$ cat src/rtl/multdiv_issue_ctrl_if.sv
// Execute-stage request, writeback and iterative mult/div unit signals
// of the issue sequencer, bundled for a single port connection.
interface multdiv_issue_ctrl_if #(
  parameter int WIDTH = 32,
  parameter int REGW  = 5
);
  logic             start_mult;
  logic             start_div;
  logic [WIDTH-1:0] op_a;
  logic [WIDTH-1:0] op_b;
  logic [REGW-1:0]  rd;
  logic             ctrl_MULT;
  logic             ctrl_DIV;
  logic [WIDTH-1:0] data_operandA;
  logic [WIDTH-1:0] data_operandB;
  logic [WIDTH-1:0] data_result;
  logic             data_exception;
  logic             data_resultRDY;
  logic             stall;
  logic             wb_valid;
  logic [REGW-1:0]  wb_rd;
  logic [WIDTH-1:0] wb_data;
  logic             busy;

  modport slave (
    input  start_mult, start_div, op_a, op_b, rd,
           data_result, data_exception, data_resultRDY,
    output ctrl_MULT, ctrl_DIV, data_operandA, data_operandB,
           stall, wb_valid, wb_rd, wb_data, busy
  );

  modport master (
    output start_mult, start_div, op_a, op_b, rd,
           data_result, data_exception, data_resultRDY,
    input  ctrl_MULT, ctrl_DIV, data_operandA, data_operandB,
           stall, wb_valid, wb_rd, wb_data, busy
  );
endinterface

$ cat src/rtl/multdiv_issue_ctrl.sv
// Issue/writeback sequencer in front of the iterative mult/div unit:
// latches a request, pulses start, waits for ready (with watchdog), writes back.
module multdiv_issue_ctrl #(
  parameter int WIDTH     = 32,
  parameter int REGW      = 5,
  parameter int MAX_WAIT  = 40,
  parameter int EXC_REG   = 30,
  parameter int MULT_CODE = 4,
  parameter int DIV_CODE  = 5
) (
  input logic                 clock,
  input logic                 reset,
  multdiv_issue_ctrl_if.slave bus
);
  localparam int               CNT_W    = (MAX_WAIT > 1) ? $clog2(MAX_WAIT) : 1;
  localparam logic [CNT_W-1:0] CNT_LAST = CNT_W'(MAX_WAIT - 1);

  typedef enum logic [1:0] {
    IDLE  = 2'd0,
    ISSUE = 2'd1,
    WAIT  = 2'd2,
    DONE  = 2'd3
  } state_t;

  state_t           state;
  logic [WIDTH-1:0] opa_q;
  logic [WIDTH-1:0] opb_q;
  logic [WIDTH-1:0] res_q;
  logic [REGW-1:0]  rd_q;
  logic             is_div_q;
  logic             exc_q;
  logic [CNT_W-1:0] wait_cnt;

  function automatic logic [WIDTH-1:0] exc_code(input logic is_div);
    return is_div ? WIDTH'(DIV_CODE) : WIDTH'(MULT_CODE);
  endfunction

  always_ff @(posedge clock) begin
    if (reset) begin
      state    <= IDLE;
      opa_q    <= '0;
      opb_q    <= '0;
      res_q    <= '0;
      rd_q     <= '0;
      is_div_q <= 1'b0;
      exc_q    <= 1'b0;
      wait_cnt <= '0;
    end else begin
      case (state)
        IDLE, DONE: begin
          // multiply has priority when both requests arrive together
          if (bus.start_mult) begin
            opa_q    <= bus.op_a;
            opb_q    <= bus.op_b;
            rd_q     <= bus.rd;
            is_div_q <= 1'b0;
            exc_q    <= 1'b0;
            state    <= ISSUE;
          end else if (bus.start_div) begin
            is_div_q <= 1'b1;
            if (bus.op_b == '0) begin
              // divide-by-zero never reaches the unit
              exc_q <= 1'b1;
              state <= DONE;
            end else begin
              opa_q <= bus.op_a;
              opb_q <= bus.op_b;
              rd_q  <= bus.rd;
              exc_q <= 1'b0;
              state <= ISSUE;
            end
          end else begin
            state <= IDLE;
          end
        end
        ISSUE: begin
          // a ready still high from the previous operation is ignored here
          wait_cnt <= '0;
          state    <= WAIT;
        end
        WAIT: begin
          if (bus.data_resultRDY) begin
            res_q <= bus.data_result;
            exc_q <= bus.data_exception;
            state <= DONE;
          end else if (wait_cnt == CNT_LAST) begin
            exc_q <= 1'b1;
            state <= DONE;
          end else begin
            wait_cnt <= wait_cnt + 1'b1;
          end
        end
        default: state <= IDLE;
      endcase
    end
  end

  assign bus.ctrl_MULT     = (state == ISSUE) & ~is_div_q;
  assign bus.ctrl_DIV      = (state == ISSUE) & is_div_q;
  assign bus.data_operandA = opa_q;
  assign bus.data_operandB = opb_q;
  assign bus.busy          = (state != IDLE);
  // stall drops in DONE so the following instruction advances with writeback
  assign bus.stall         = bus.start_mult | bus.start_div | (state == ISSUE) | (state == WAIT);
  assign bus.wb_valid      = (state == DONE);
  assign bus.wb_rd         = (state != DONE) ? '0 : (exc_q ? REGW'(EXC_REG) : rd_q);
  assign bus.wb_data       = (state != DONE) ? '0 : (exc_q ? exc_code(is_div_q) : res_q);
endmodule

$ cat src/flat_wrapper.sv
// flat-port wrapper written by rule: the top's interface ports become plain ports
module multdiv_issue_ctrl_flat 
#(
  parameter int WIDTH     = 32,
  parameter int REGW      = 5,
  parameter int MAX_WAIT  = 40,
  parameter int EXC_REG   = 30,
  parameter int MULT_CODE = 4,
  parameter int DIV_CODE  = 5
)
  (clock, reset, bus_start_mult, bus_start_div, bus_op_a, bus_op_b, bus_rd, bus_data_result, bus_data_exception, bus_data_resultRDY, bus_ctrl_MULT, bus_ctrl_DIV, bus_data_operandA, bus_data_operandB, bus_stall, bus_wb_valid, bus_wb_rd, bus_wb_data, bus_busy);
  multdiv_issue_ctrl_if #(.WIDTH(WIDTH), .REGW(REGW)) bus_i ();
  input logic clock;
  input logic reset;
  input wire logic [$bits(bus_i.start_mult)-1:0] bus_start_mult;
  input wire logic [$bits(bus_i.start_div)-1:0] bus_start_div;
  input wire logic [$bits(bus_i.op_a)-1:0] bus_op_a;
  input wire logic [$bits(bus_i.op_b)-1:0] bus_op_b;
  input wire logic [$bits(bus_i.rd)-1:0] bus_rd;
  input wire logic [$bits(bus_i.data_result)-1:0] bus_data_result;
  input wire logic [$bits(bus_i.data_exception)-1:0] bus_data_exception;
  input wire logic [$bits(bus_i.data_resultRDY)-1:0] bus_data_resultRDY;
  output wire logic [$bits(bus_i.ctrl_MULT)-1:0] bus_ctrl_MULT;
  output wire logic [$bits(bus_i.ctrl_DIV)-1:0] bus_ctrl_DIV;
  output wire logic [$bits(bus_i.data_operandA)-1:0] bus_data_operandA;
  output wire logic [$bits(bus_i.data_operandB)-1:0] bus_data_operandB;
  output wire logic [$bits(bus_i.stall)-1:0] bus_stall;
  output wire logic [$bits(bus_i.wb_valid)-1:0] bus_wb_valid;
  output wire logic [$bits(bus_i.wb_rd)-1:0] bus_wb_rd;
  output wire logic [$bits(bus_i.wb_data)-1:0] bus_wb_data;
  output wire logic [$bits(bus_i.busy)-1:0] bus_busy;
  assign bus_i.start_mult = bus_start_mult;
  assign bus_i.start_div = bus_start_div;
  assign bus_i.op_a = bus_op_a;
  assign bus_i.op_b = bus_op_b;
  assign bus_i.rd = bus_rd;
  assign bus_i.data_result = bus_data_result;
  assign bus_i.data_exception = bus_data_exception;
  assign bus_i.data_resultRDY = bus_data_resultRDY;
  assign bus_ctrl_MULT = bus_i.ctrl_MULT;
  assign bus_ctrl_DIV = bus_i.ctrl_DIV;
  assign bus_data_operandA = bus_i.data_operandA;
  assign bus_data_operandB = bus_i.data_operandB;
  assign bus_stall = bus_i.stall;
  assign bus_wb_valid = bus_i.wb_valid;
  assign bus_wb_rd = bus_i.wb_rd;
  assign bus_wb_data = bus_i.wb_data;
  assign bus_busy = bus_i.busy;
  multdiv_issue_ctrl #(.WIDTH(WIDTH), .REGW(REGW), .MAX_WAIT(MAX_WAIT), .EXC_REG(EXC_REG), .MULT_CODE(MULT_CODE), .DIV_CODE(DIV_CODE)) u_core (.clock(clock), .reset(reset), .bus(bus_i));
endmodule
$ cat config.mk
export PLATFORM = sky130hd
export DESIGN_NAME = multdiv_issue_ctrl_flat
export DESIGN_NICKNAME = d
export VERILOG_FILES = /design/src/rtl/multdiv_issue_ctrl_if.sv /design/src/rtl/multdiv_issue_ctrl.sv /design/src/flat_wrapper.sv
export SDC_FILE = /design/constraint.sdc
export NUM_CORES = 1
export LEC_CHECK = 0
export CAP_MARGIN = 30
export CELL_PAD_IN_SITES_DETAIL_PLACEMENT = 0
export CELL_PAD_IN_SITES_GLOBAL_PLACEMENT = 1
export CORE_MARGIN = 1.5
export CORE_UTILIZATION = 33
export CTS_CLUSTER_SIZE = 12
export DETAILED_ROUTE_END_ITERATION = 10
export PLACE_DENSITY_LB_ADDON = 0.1
export SYNTH_ARGS = -nofsm -noshare
export SYNTH_HDL_FRONTEND = slang
export SYNTH_SLANG_ARGS = --single-unit
$ cat constraint.sdc
create_clock -name clock -period 2.2 [get_ports clock]
set_input_delay 0.44 -clock clock [delete_from_list [all_inputs] [get_ports clock]]
set_output_delay 0.44 -clock clock [all_outputs]
set_load 0.05 [all_outputs]
==> metrics.md <==
| Metric | Value |
|---|---|
| Status | `finished, violations left` |
| Failing checks | `DRC` |
| Share of cells above drive strength 1 | `0.165` |
| WHS Path Cells | `2` |
| Routability congestion estimate | `0.787` |
| Period minus WS final | `2.12 ns` |
| Max-slew violations | `0` |
| F_max | `472 MHz` |
| Most Frequent Cell on Critical Path | `buf_4` |
| Post-synth ARST share | `0` |
| Crit-path max cell delay | `0.54 ns` |
| Antenna Nets Post-Route | `0` |
| Vias in the first global route | `6278` |
| Number of I/O port buffers | `212` |
| Final Util | `0.529` |
| Min-delay worst type | `reg -> reg` |
| Worst IR Drop VDD | `0.000614 V` |
| Pin count of the biggest net entering global routing | `58` |
| PD cells | `1070 nW/um^2` |
| Synth area leaders | `dfxtp_1, nor2b_1, nand4_1` |
| Leakage | `3.49 nW` |
| Crit path max-delay family | `buffers and inverters` |
| Tcrit/Tclk final | `0.962` |
| Initial Util | `0.340` |
| Final #Nets | `1093` |
| CP max stage cell | `or4_4` |
| Commonest cells post-synth | `dfxtp_1, nand2_1, nor2b_1` |
| Die Y | `140 microns` |
| Arr. time, crit path | `2.36 ns` |
| Yosys cell types | `44` |
| Seq/Total Area, Yosys | `0.360` |
| Placement Rows | `49` |
| Ys Warns | `0` |
| DP HPWL | `14100 microns` |
| Die width | `140 microns` |
| Max_cap viols | `0` |
| Area after DPL | `9210 sq um` |
| Most common flop cell mapped by yosys | `dfxtp_1` |
| # diodes | `0` |
| Top-count cell post-synth | `dfxtp_1` |
| CTS sink cnt | `111` |
| Post-Syn Area per Cell | `7.90 sq um` |
| Setup slack, reg-to-reg | `0.31 ns` |
| Worst hold start | `u_core.res_q[26]` |
| Final TNS setup | `0 ns` |
| Max_slew headroom | `0.622` |
| Starting DRT DRC Count | `382` |
| Clock-pin slew on the worst setup and hold paths | `0.07 ns` |
| Mapped Cells | `782` |
| CP bufs+invs | `4` |
| Final Setup Violations | `0` |
| # Post-CTS Setup Buffers | `0` |
| Finished Cell Area | `9610 sq um` |
| Worst-Margin Slew | `0.565 ns` |
| Worst path required time | `2.44 ns` |
| Hold Path End | `u_core.res_q[26]` |
| R2R cell count | `7` |
| Initial antenna violation count | `0` |
| #FFs+latches synth | `111` |
| Synth-to-layout area growth | `55.5%` |
| Kind of critical path | `in -> reg` |
| GRT Total Usage | `0.205` |
| Unrepaired setup endpoints after global routing | `no` |
| Worst-Skew Late Latency | `0.36 ns` |
| Post-Syn Area | `6180 sq um` |
| Global-route wire length before repair | `32500 microns` |
| DRC errors left | `13` |
| Total global routing overflow | `0` |
| IO Pins | `213` |
| Area leader, netlist | `dfxtp_1` |
| Clk buf depth | `2` |
| CTS tree | `yes` |
| Die area | `19600 sq um` |
| Crit-path cells | `clkdlybuf4s50_1 -> or4_4 -> buf_4 -> nor3_4 -> buf_12 -> buf_4 -> nand4_1 -> o311ai_0` |
| Overall power | `10.3 mW` |
| Reg-to-reg startpoint | `u_core.state[0]` |
| Num CTS Buffers | `9` |
| Layout Skew | `0.0130 ns` |
| Final Hold Vio Count | `0` |
| Via density | `5.30` |
| Worst setup EP type | `flip-flop` |
| Vias | `6439` |
| RR Endpoint | `u_core.bus.data_operandA[3]` |
| Core Footprint | `18100 sq um` |
| Avg WL per Cell | `17.2 microns` |
| Post-synth top area share | `0.360` |
| WL final | `21000 microns` |
| Drt pass-1 iters | `7` |
| Syn Nets | `894` |
| Critical Path Fanout Max | `15` |
| Crit start category | `input port` |
| Post-synth EDFFs | `0` |
| H-tree levels | `3` |
| Root buffer cell | `clkbuf_16` |
[report_power, final]
part	internal (mW)	switching (mW)
Sequential	2.59	0.312
Clock	0.923	0.818
Combinational	2.17	3.47
[cell families after synthesis]
group	share of synthesized area
XOR/XNOR	0.00425
buffers and inverters	0.0751
adder cells (fa/ha/maj)	0.0101
AND/OR/NAND/NOR	0.362
multiplexers	0.00506
flip-flops	0.360
AO/OA/AOI/OAI	0.184
[per-layer routing]
layer	routed length, microns	up-vias	GRT usage
met1	9160	3037	0.252
met5	0	-	0
met2	10300	192	0.363
li1	-	3187	-
met4	352	0	0.0537
met3	1120	23	0.0440
[through the flow]
step	hold WS, ns	std cells	setup slack, ns
floorplan	0.432	782	0.0882
global placement	0.437	1196	-0.358
detailed placement	0.442	1196	-0.391
CTS	0.453	1212	0.00531
global route	0.470	1215	0.00659
finish	0.451	1215	0.0833
[flip-flops by register name, indices dropped and copies added, names as in the netlist]
register,cells
u_core.res_q,32
u_core.bus.data_operandA,32
u_core.bus.data_operandB,32
u_core.is_div_q,1
u_core.rd_q,5
u_core.state,2
u_core.wait_cnt,6
u_core.exc_q,1
[timing repair]
item,4_1_cts,5_1_grt
hold buffers,0,0
resized for setup,3,13
endpoints found under the setup margin,32,45
gates cloned,0,3
[cells in the final DEF (no fill, tap or decap), types with 3 or more instances in the layout]
cell type / instances
clkdlybuf4s50_1: 169
buf_4: 39
nor4_1: 4
and2_1: 32
xor2_1: 3
a22oi_1: 5
nor2_1: 18
nor3b_1: 37
a211oi_1: 3
buf_12: 55
a21oi_1: 39
clkbuf_16: 10
nand3_1: 48
o311ai_0: 21
nor2b_1: 71
ha_1: 4
nand2_1: 97
o21ai_0: 34
a22oi_2: 32
o21ai_1: 6
nand3b_1: 8
o21a_1: 5
inv_1: 27
dfxtp_1: 109
nand4_1: 69
[worst max-delay path by stage]
stage / start / end / slack, ns / cells after the start
global placement: bus_op_b[18] / u_core.rd_q[0] / -0.36 / 6
global route: bus_op_b[15] / u_core.bus.data_operandB[12] / 0.007 / 8
finish: bus_op_b[15] / u_core.bus.data_operandB[10] / 0.08 / 8
detailed placement: bus_op_b[18] / u_core.rd_q[4] / -0.39 / 6
floorplan: u_core.state[0] / bus_wb_data[10] / 0.09 / 4
CTS: u_core.state[0] / bus_wb_data[28] / 0.005 / 5
[layout make-up]
class                   count  area (sq um)
flip-flops and latches    111          2220
fillers                  1668          8540
clock inverters             6          68.8
inverters                  27           101
repair buffers            267          3140
clock buffers              10           239
multi-input cells         565          3550
well taps                 229           287
[worst min-delay path, cell delays in order, from the launching register on]
cell     delay [ns]
dfxtp_1        0.31
nand2_1        0.05
a21oi_1        0.05
(Power assumes the default switching activity.)
==> RTL change (same settings) <==
`REGW` is set to 5 in 3 places; all go to 10.
--- a/src/rtl/multdiv_issue_ctrl_if.sv
+++ b/src/rtl/multdiv_issue_ctrl_if.sv
@@ -2,7 +2,7 @@
 // of the issue sequencer, bundled for a single port connection.
 interface multdiv_issue_ctrl_if #(
   parameter int WIDTH = 32,
-  parameter int REGW  = 5
+  parameter int REGW  = 10
 );
   logic             start_mult;
   logic             start_div;
--- a/src/rtl/multdiv_issue_ctrl.sv
+++ b/src/rtl/multdiv_issue_ctrl.sv
@@ -2,7 +2,7 @@
 // latches a request, pulses start, waits for ready (with watchdog), writes back.
 module multdiv_issue_ctrl #(
   parameter int WIDTH     = 32,
-  parameter int REGW      = 5,
+  parameter int REGW      = 10,
   parameter int MAX_WAIT  = 40,
   parameter int EXC_REG   = 30,
   parameter int MULT_CODE = 4,
--- a/src/flat_wrapper.sv
+++ b/src/flat_wrapper.sv
@@ -2,7 +2,7 @@
 module multdiv_issue_ctrl_flat 
 #(
   parameter int WIDTH     = 32,
-  parameter int REGW      = 5,
+  parameter int REGW      = 10,
   parameter int MAX_WAIT  = 40,
   parameter int EXC_REG   = 30,
   parameter int MULT_CODE = 4,
Ports: changed (resized bus_rd and bus_wb_rd); port bits go from 213 to 223. The function was not compared with the original's and may differ.
==> RTL change against the original RTL <==
Area after synthesis increased by 5.8%. Power is 17% higher. Wire length grew 3.8%. Setup slack got worse by 58 ps. Combinational power is 7.3% higher. Count of clock-buffer cells in the layout increased by 9. Sequential cell count rose by 5. Final area up 12%. Critical endpoint is now bus_wb_rd[5]. Largest cell class unchanged.
==> RTL change: results (changes against the original RTL) <==
* DR WL/cell at 16.2 µm (-6.0%)
* Metal-1 WL at 10,200 µm (+11%)
* Vias in the first global route at 6,414 (+2.2%)
* Final hold slack at 448 ps (-3.02 ps)
* DR iter-0 viols at 387 (+1.3%)
* Register share of the cell area at 21.7% (-1.5 points)
* Worst skew pair latency at 420 ps (+60 ps)
* Fraction of area in multi-input gates at 35.9% (-1.0 points)
* #FFs+latches synth at 116 (+4.5%)
* Area Overhead vs Synth at 64.4%
* Clock group at 2.97 mW (+71%)
* PwrDens at 1120 nW/µm² (+4.7%)
* Status: finished clean
* Met3 Wirelength at 1100 µm (-2.5%)
* Area post-placement at 9930 µm² (+7.7%)
* Largest net degree at the start of global routing at 50 (-14%)
* Wire length of the first global-routing pass at 33,400 µm (+2.8%)
* Final worst-path cycle share at 98.9% (+2.7 points)
* Grt met2 use at 33.0% (-3.3 points)
* Post-synthesis sequential area ratio at 35.5% (-0.44 points)
* Routing usage on met3 at 4.23% (-0.17 points)
* Cells after DPL at 1,299 (+8.6%)
* Multi-input gates at 600 (+6.2%)
* Total GRT Usage at 20.4% (-0.15 points)
* Core Area at 19,500 µm² (+7.2%)
* Syn nets at 945 (+5.7%)
* Yosys cell types at 42 (-4.5%)
* Clock buf/inv share at 5.82% (+2.6 points)
* Post-layout nets at 1,180 (+8.0%)
* Reg2Reg Setup Slack at 160 ps (-150 ps)
* Slew margin rel. at 62.6% (+0.38 points)
* HPWL after DPL at 14,300 µm (+1.5%)
* Layout cell share with drive strength beyond 1 at 22.6% (+6.1 points)
* Leakage at 3.97 nW (+14%)
* Avg Vias per Cell at 5.08 (-4.1%)
* Clock buffers at 19 (+9)
* Worst EP arrival at 1740 ps (-620 ps)
* Routed via count at 6,813 (+5.8%)
* H-tree depth at 4 (+1)
* CP Max Fanout at 9 (-6)
* I/O Buffers at 222 (+4.7%)
* Non-CTS buffers at 301 (+13%)
* Synthesized area per cell at 7.90 µm² (about the same)
==> RTL change: worst paths after layout <==
check,cells past startpoint,to,start
worst max-delay path,6,bus_wb_rd[5],u_core.state[1]
worst min-delay path,2,u_core.res_q[6],u_core.res_q[6]
worst max register to register,8,u_core.bus.data_operandA[3],u_core.state[0]
worst min register to register,2,u_core.res_q[6],u_core.res_q[6]
==> RTL change: repair_timing <==
item                                    4_1_cts  5_1_grt
cloned                                        0        5
gates resized for setup                       5       21
pin swaps                                     0        3
endpoints found under the setup margin       36       57
setup buffers                                 0        5
==> RTL change: logic make-up (layout without fill, tap and decap cells) <==
kind of cell	count (synthesis)	in the layout	share of synthesized area, %
AO/OA/AOI/OAI	163	163	19.1
flip-flops	116	116	35.5
adder cells (fa/ha/maj)	5	5	0.957
buffers and inverters	112	360	7.18
multiplexers	3	3	0.478
AND/OR/NAND/NOR	426	426	36.4
XOR/XNOR	3	3	0.402
